==> config.mk <==
export PLATFORM = sky130hd
export DESIGN_NAME = instruction_fetch
export DESIGN_NICKNAME = d
export VERILOG_FILES = /design/src/rtl/instruction_fetch_pkg.sv /design/src/rtl/fetch_buffer.sv /design/src/rtl/instruction_fetch.sv
export SDC_FILE = /design/constraint.sdc
export NUM_CORES = 1
export LEC_CHECK = 0
export CORE_ASPECT_RATIO = 0.7
export CORE_MARGIN = 2
export CORE_UTILIZATION = 45
export DETAILED_ROUTE_END_ITERATION = 10
export GPL_TIMING_DRIVEN = 0
export PLACE_DENSITY = 0.7
export SKIP_CTS_REPAIR_TIMING = 1
export SYNTH_ARGS = -nofsm -noshare
export SYNTH_HDL_FRONTEND = slang
export SYNTH_HIERARCHICAL = 1
export SYNTH_SLANG_ARGS = --single-unit
export TNS_END_PERCENT = 10
==> constraint.sdc <==
create_clock -name clk -period 6 [get_ports clk]
set_input_delay 0.6 -clock clk [delete_from_list [all_inputs] [get_ports clk]]
set_output_delay 0.6 -clock clk [all_outputs]
set_load 0.005 [all_outputs]
==> src/rtl/instruction_fetch_pkg.sv <==
// Shared types and constants for the instruction fetch stage.
// Defines the fetch-buffer entry layout and the ROM/instruction geometry.
package instruction_fetch_pkg;

  localparam logic [31:0] DEFAULT_RESET_PC = 32'h0000_0000;
  localparam int          IMEM_AW          = 7;
  localparam int          INSTR_W          = 32;
  localparam int          PC_W             = 32;

  typedef struct packed {
    logic [PC_W-1:0]    pc;
    logic [INSTR_W-1:0] instr;
  } fetch_entry_t;

  localparam int FETCH_ENTRY_W = $bits(fetch_entry_t);

endpackage

==> src/rtl/fetch_buffer.sv <==
// Power-of-two FIFO of fetch entries with single-cycle flush; head shown combinationally.
// Zero added latency (written entry is visible the next cycle); push while full is legal only with a pop.
module fetch_buffer #(
  parameter int DEPTH = 2,
  parameter int W     = 64
) (
  input  logic         clk,
  input  logic         rst_n,
  input  logic         flush,
  input  logic         push_vld,
  input  logic [W-1:0] push_dat,
  input  logic         pop,
  output logic         head_vld,
  output logic         full,
  output logic [W-1:0] head_dat
);

  localparam int         PW      = (DEPTH > 1) ? $clog2(DEPTH) : 1;
  localparam logic [PW:0] DEPTH_C = (PW+1)'(DEPTH);

  logic [W-1:0]  mem_q [DEPTH];
  logic [PW-1:0] wr_ptr_q, wr_ptr_d;
  logic [PW-1:0] rd_ptr_q, rd_ptr_d;
  logic [PW:0]   count_q, count_d;
  logic          pop_eff;

  assign head_vld = (count_q != '0);
  assign full     = (count_q == DEPTH_C);
  assign pop_eff  = pop && head_vld;
  // Gated so the head reads as zero whenever nothing is buffered, including in reset.
  assign head_dat = head_vld ? mem_q[rd_ptr_q] : '0;

  always_comb begin
    wr_ptr_d = wr_ptr_q;
    rd_ptr_d = rd_ptr_q;
    count_d  = count_q;
    if (flush) begin
      wr_ptr_d = '0;
      rd_ptr_d = '0;
      count_d  = '0;
    end else begin
      if (push_vld) wr_ptr_d = wr_ptr_q + 1'b1;
      if (pop_eff)  rd_ptr_d = rd_ptr_q + 1'b1;
      case ({push_vld, pop_eff})
        2'b10:   count_d = count_q + 1'b1;
        2'b01:   count_d = count_q - 1'b1;
        default: count_d = count_q;
      endcase
    end
  end

  always_ff @(posedge clk or negedge rst_n) begin
    if (!rst_n) begin
      wr_ptr_q <= '0;
      rd_ptr_q <= '0;
      count_q  <= '0;
    end else begin
      wr_ptr_q <= wr_ptr_d;
      rd_ptr_q <= rd_ptr_d;
      count_q  <= count_d;
    end
  end

  always_ff @(posedge clk) begin
    if (push_vld && !flush) mem_q[wr_ptr_q] <= push_dat;
  end

endmodule

==> src/rtl/instruction_fetch.sv <==
// Fetch stage: pc register drives the ROM, fetched {pc, instr} pairs queue for decode; redirect flushes.
// One-cycle fetch-to-present latency; pc stalls when the buffer is full and decode is not accepting.
module instruction_fetch
  import instruction_fetch_pkg::*;
#(
  parameter logic [31:0] RESET_PC  = DEFAULT_RESET_PC,
  parameter int          BUF_DEPTH = 2
) (
  input  logic               clk,
  input  logic               rst_n,
  output logic [IMEM_AW-1:0] imem_addr,
  input  logic [INSTR_W-1:0] imem_dout,
  input  logic               redirect_valid,
  input  logic [PC_W-1:0]    redirect_pc,
  output logic               if_valid,
  input  logic               if_ready,
  output logic [INSTR_W-1:0] if_instr,
  output logic [PC_W-1:0]    if_pc
);

  logic [PC_W-1:0] pc_q, pc_d;
  logic            enq, deq, buf_full;
  fetch_entry_t    wr_entry, head_entry;

  assign imem_addr = pc_q[IMEM_AW+1:2];
  assign wr_entry  = '{pc: pc_q, instr: imem_dout};
  assign deq       = if_valid && if_ready;

  // A full buffer can still take a new entry when the head leaves on the same edge.
  always_comb begin
    enq  = !redirect_valid && (!buf_full || deq);
    pc_d = pc_q;
    if (redirect_valid) pc_d = {redirect_pc[PC_W-1:2], 2'b00};
    else if (enq)       pc_d = pc_q + 32'd4;
  end

  always_ff @(posedge clk or negedge rst_n) begin
    if (!rst_n) pc_q <= RESET_PC;
    else        pc_q <= pc_d;
  end

  fetch_buffer #(
    .DEPTH (BUF_DEPTH),
    .W     (FETCH_ENTRY_W)
  ) u_fetch_buffer (
    .clk      (clk),
    .rst_n    (rst_n),
    .flush    (redirect_valid),
    .push_vld (enq),
    .push_dat (wr_entry),
    .pop      (deq),
    .head_vld (if_valid),
    .full     (buf_full),
    .head_dat (head_entry)
  );

  assign if_instr = head_entry.instr;
  assign if_pc    = head_entry.pc;

endmodule

==> results.txt <==
Largest buffer count on any clock path - 2
Placed inst area - 8607 um^2
Vert. Die Dim - 107.4 um
Setup crit start - u_fetch_buffer/count_q[1]
Fraction of synthesized cell area in xor and xnor cells - 3.822%
Number of vias after detailed routing - 4,371
Die Width - 151.7 um
Main combinational cell family by area after synthesis - simple AND/OR/NAND/NOR gates
Synth area leader - sky130_fd_sc_hd__edfxtp_1
Setup repair after global routing missed its margin - no
Area of combinational cells with multiple inputs - 1941 um^2
Count of routing violations after the opening detailed-route iteration - 247
Distinct cells, synth - 39
Initial core utilization - 46.41%
Max Transition Viols Final - 0
RR Startpoint - u_fetch_buffer/count_q[1]
Gr usage total - 18.62%
Detailed placement HPWL - 10,060 um
Arrival time worst endpoint - 3.15 ns
Global-route wire length before repair - 22,640 um
Worst slew margin relative to its limit - 46.50%
Share of synthesized area spent on multiplexers - 9.936%
Area fraction in compound gates after synthesis - 2.912%
Run status - complete, no violations
Worst Setup End Kind - flop
TritonCTS buffer count - 17
Most common flop cell mapped by yosys - sky130_fd_sc_hd__edfxtp_1
Via count of the first global-routing pass - 4,389
Drt wl/cell - 16.77 um
CTS clk-pin slew, worst paths - 0.06 ns
Sequential cell area - 4695 um^2
Synthesized flop and latch total - 162
Post-Route Skew - 0.007866 ns
Min cycle time layout - 3.038 ns
Type of origin of the critical path - flop
Leakage power - 3.191 nW
Largest fanout on the critical path - 28
Area fraction in and, or, nand and nor cells after synthesis - 10.94%
Number of antenna violations at the first check in global routing - 0
MaxCap Viol Count - 0
TritonCTS clock tree - yes
Net total in the final layout - 726
Achievable clock frequency - 329.2 MHz
Synthesized instance count - 494
Post-route setup TNS - 0 ns
Maximum number of pins on one net before global-route repair - 35
Number of setup violations in the final report - 0
Relative area change from synthesis to final layout - 33.79%
Ant. Diodes - 0
Worst-margin pin slew - 0.8025 ns
Count of pins on the block boundary - 140
Sequential cell area fraction in the yosys report - 68.28%
Count of port buffers added during placement - 137
Detailed-route vias per instance - 5.053
Fillcell total - 1,119
Number of H-tree branching levels - 4
Asr flop ratio synth - 20.99%
Period utilization - 50.63%
Worst IR drop on VDD - 193.8 uV
Detailed Routing Iterations Pass 1 - 4
Worst Setup Path Type - reg2reg
Leading cell types in the layout, fill and taps excluded - sky130_fd_sc_hd__clkdlybuf4s50_1 (136), sky130_fd_sc_hd__edfxtp_1 (128), sky130_fd_sc_hd__nor2_1 (71), sky130_fd_sc_hd__mux2i_1 (66)
Worst slack on hold paths - 0.2654 ns
Source-to-sink clock delay at the later pin of the worst-skew pair - 0.42 ns
Leading cell type in the layout, fill and taps excluded - sky130_fd_sc_hd__clkdlybuf4s50_1
Post-synthesis instance area - 6875 um^2
Area share of the largest cell type after synthesis - 55.91%
Syn. warnings - 6
Core area - 14,810 um^2
Overflow after GRT - 0
Final WL - 14,510 um
Residual DRC - 0
Final estimated routing congestion in global placement - 0.7582
Fraction of final layout cells with drive strength greater than 1 - 11.04%
Number of enable-type register cells in the synthesized netlist - 128
Power density normalized to cell area - 300.5 nW/um^2
Layout Cell Area excl Fill - 9199 um^2
Number of standard cells in the final layout excluding fillers - 865
Worst hold path class - in2async
Mapped Avg Cell Area - 13.92 um^2
Number of rows created at floorplan - 37
# placed instances - 833
Number of failing hold endpoints at the final stage - 0
Number of clock sinks - 162
Data required time of the critical path - 6.11 ns
Post-layout total power - 2.764 mW
Main area contributors after synthesis - sky130_fd_sc_hd__edfxtp_1 (56%), sky130_fd_sc_hd__dfrtp_1 (12%), sky130_fd_sc_hd__mux2i_1 (9.6%)
CTS root buffer - sky130_fd_sc_hd__clkbuf_16
Count of antenna-violating nets left after detailed routing - 0
Post-Synth Adder-Cell Area - 0.1820%
Area enclosed by the die boundary - 16,300 um^2
[cells in the mapped netlist, types with 6 or more instances]
library cell	number
sky130_fd_sc_hd__edfxtp_1	128
sky130_fd_sc_hd__nor2_1	73
sky130_fd_sc_hd__mux2i_1	66
sky130_fd_sc_hd__dfrtp_1	34
sky130_fd_sc_hd__nand2_1	34
sky130_fd_sc_hd__o21ai_1	23
sky130_fd_sc_hd__xor2_1	22
sky130_fd_sc_hd__nand4_1	16
sky130_fd_sc_hd__buf_4	14
sky130_fd_sc_hd__nand3_1	9
sky130_fd_sc_hd__xnor2_1	8
sky130_fd_sc_hd__buf_6	7
sky130_fd_sc_hd__inv_1	7
sky130_fd_sc_hd__o21ai_0	7
sky130_fd_sc_hd__buf_2	6
[report_power, final]
part	total (mW)	internal, mW	switching [mW]
registers	1.33	1.29	0.0444
clock network	1.07	0.652	0.423
logic	0.357	0.196	0.162
[registers in the layout, summed over array words and instances (netlist names)]
signal	count
u_fetch_buffer/rd_ptr_q	1
u_fetch_buffer/mem_q	128
pc_q	30
u_fetch_buffer/wr_ptr_q	1
u_fetch_buffer/count_q	2
[cell families after synthesis]
| group | after synthesis |
|---|---|
| buf+inv | 41 |
| simple gates | 157 |
| fa+ha+maj | 1 |
| flops | 162 |
| xor+xnor | 30 |
| mux | 68 |
| other cells | 1 |
| compound gates | 34 |
[through the flow]
stage          util, %  setup WS (ns)
2_1_floorplan        -          1.367
3_3_place_gp     57.39        -0.7774
3_5_place_dp     58.10          2.706
4_1_cts          62.09          2.952
5_1_grt          62.09          2.776
6_report         62.09          2.962
[final timing paths]
check                                              end  slack [ns]  cells past startpoint
max                        u_fetch_buffer/mem_q[1][57]        2.96                      9
min                                           pc_q[17]        0.27                      1
max reg2reg                u_fetch_buffer/mem_q[1][57]        2.96                      9
min reg2reg                u_fetch_buffer/mem_q[0][63]        0.50                      0
max in group asynchronous                     pc_q[29]        5.21                      1
min in group clk           u_fetch_buffer/mem_q[0][63]        0.50                      0
[per-layer routing]
layer / track usage, % / vias to the layer above / routed length [um]
li1: - / 2100 / -
met1: 26.12 / 2099 / 6663
met2: 28.25 / 158 / 6558
met3: 4.746 / 14 / 1116
met4: 6.746 / 0 / 166
met5: 0 / - / 0
[worst max-delay path: stages, from the launching register on]
cell and delay (ns):
sky130_fd_sc_hd__dfrtp_1 0.44, sky130_fd_sc_hd__nor2_1 0.08, sky130_fd_sc_hd__buf_2 0.20, sky130_fd_sc_hd__buf_4 0.20
sky130_fd_sc_hd__inv_2 0.07, sky130_fd_sc_hd__a21bo_2 0.21, sky130_fd_sc_hd__nor2b_1 0.40, sky130_fd_sc_hd__nand2b_1 0.27
sky130_fd_sc_hd__nor2_4 0.55, sky130_fd_sc_hd__buf_12 0.29
[final cells by class]
cell class	count	share of cell area [%]
Timing Repair Buffer	141	15.89
Inverter	9	0.3672
Buffer	32	2.530
Tap cell	195	2.652
Multi-Input combinational cell	294	21.10
Clock buffer	18	4.665
Sequential cell	162	51.03
Clock inverter	14	1.768
(Power assumes the default switching activity.)
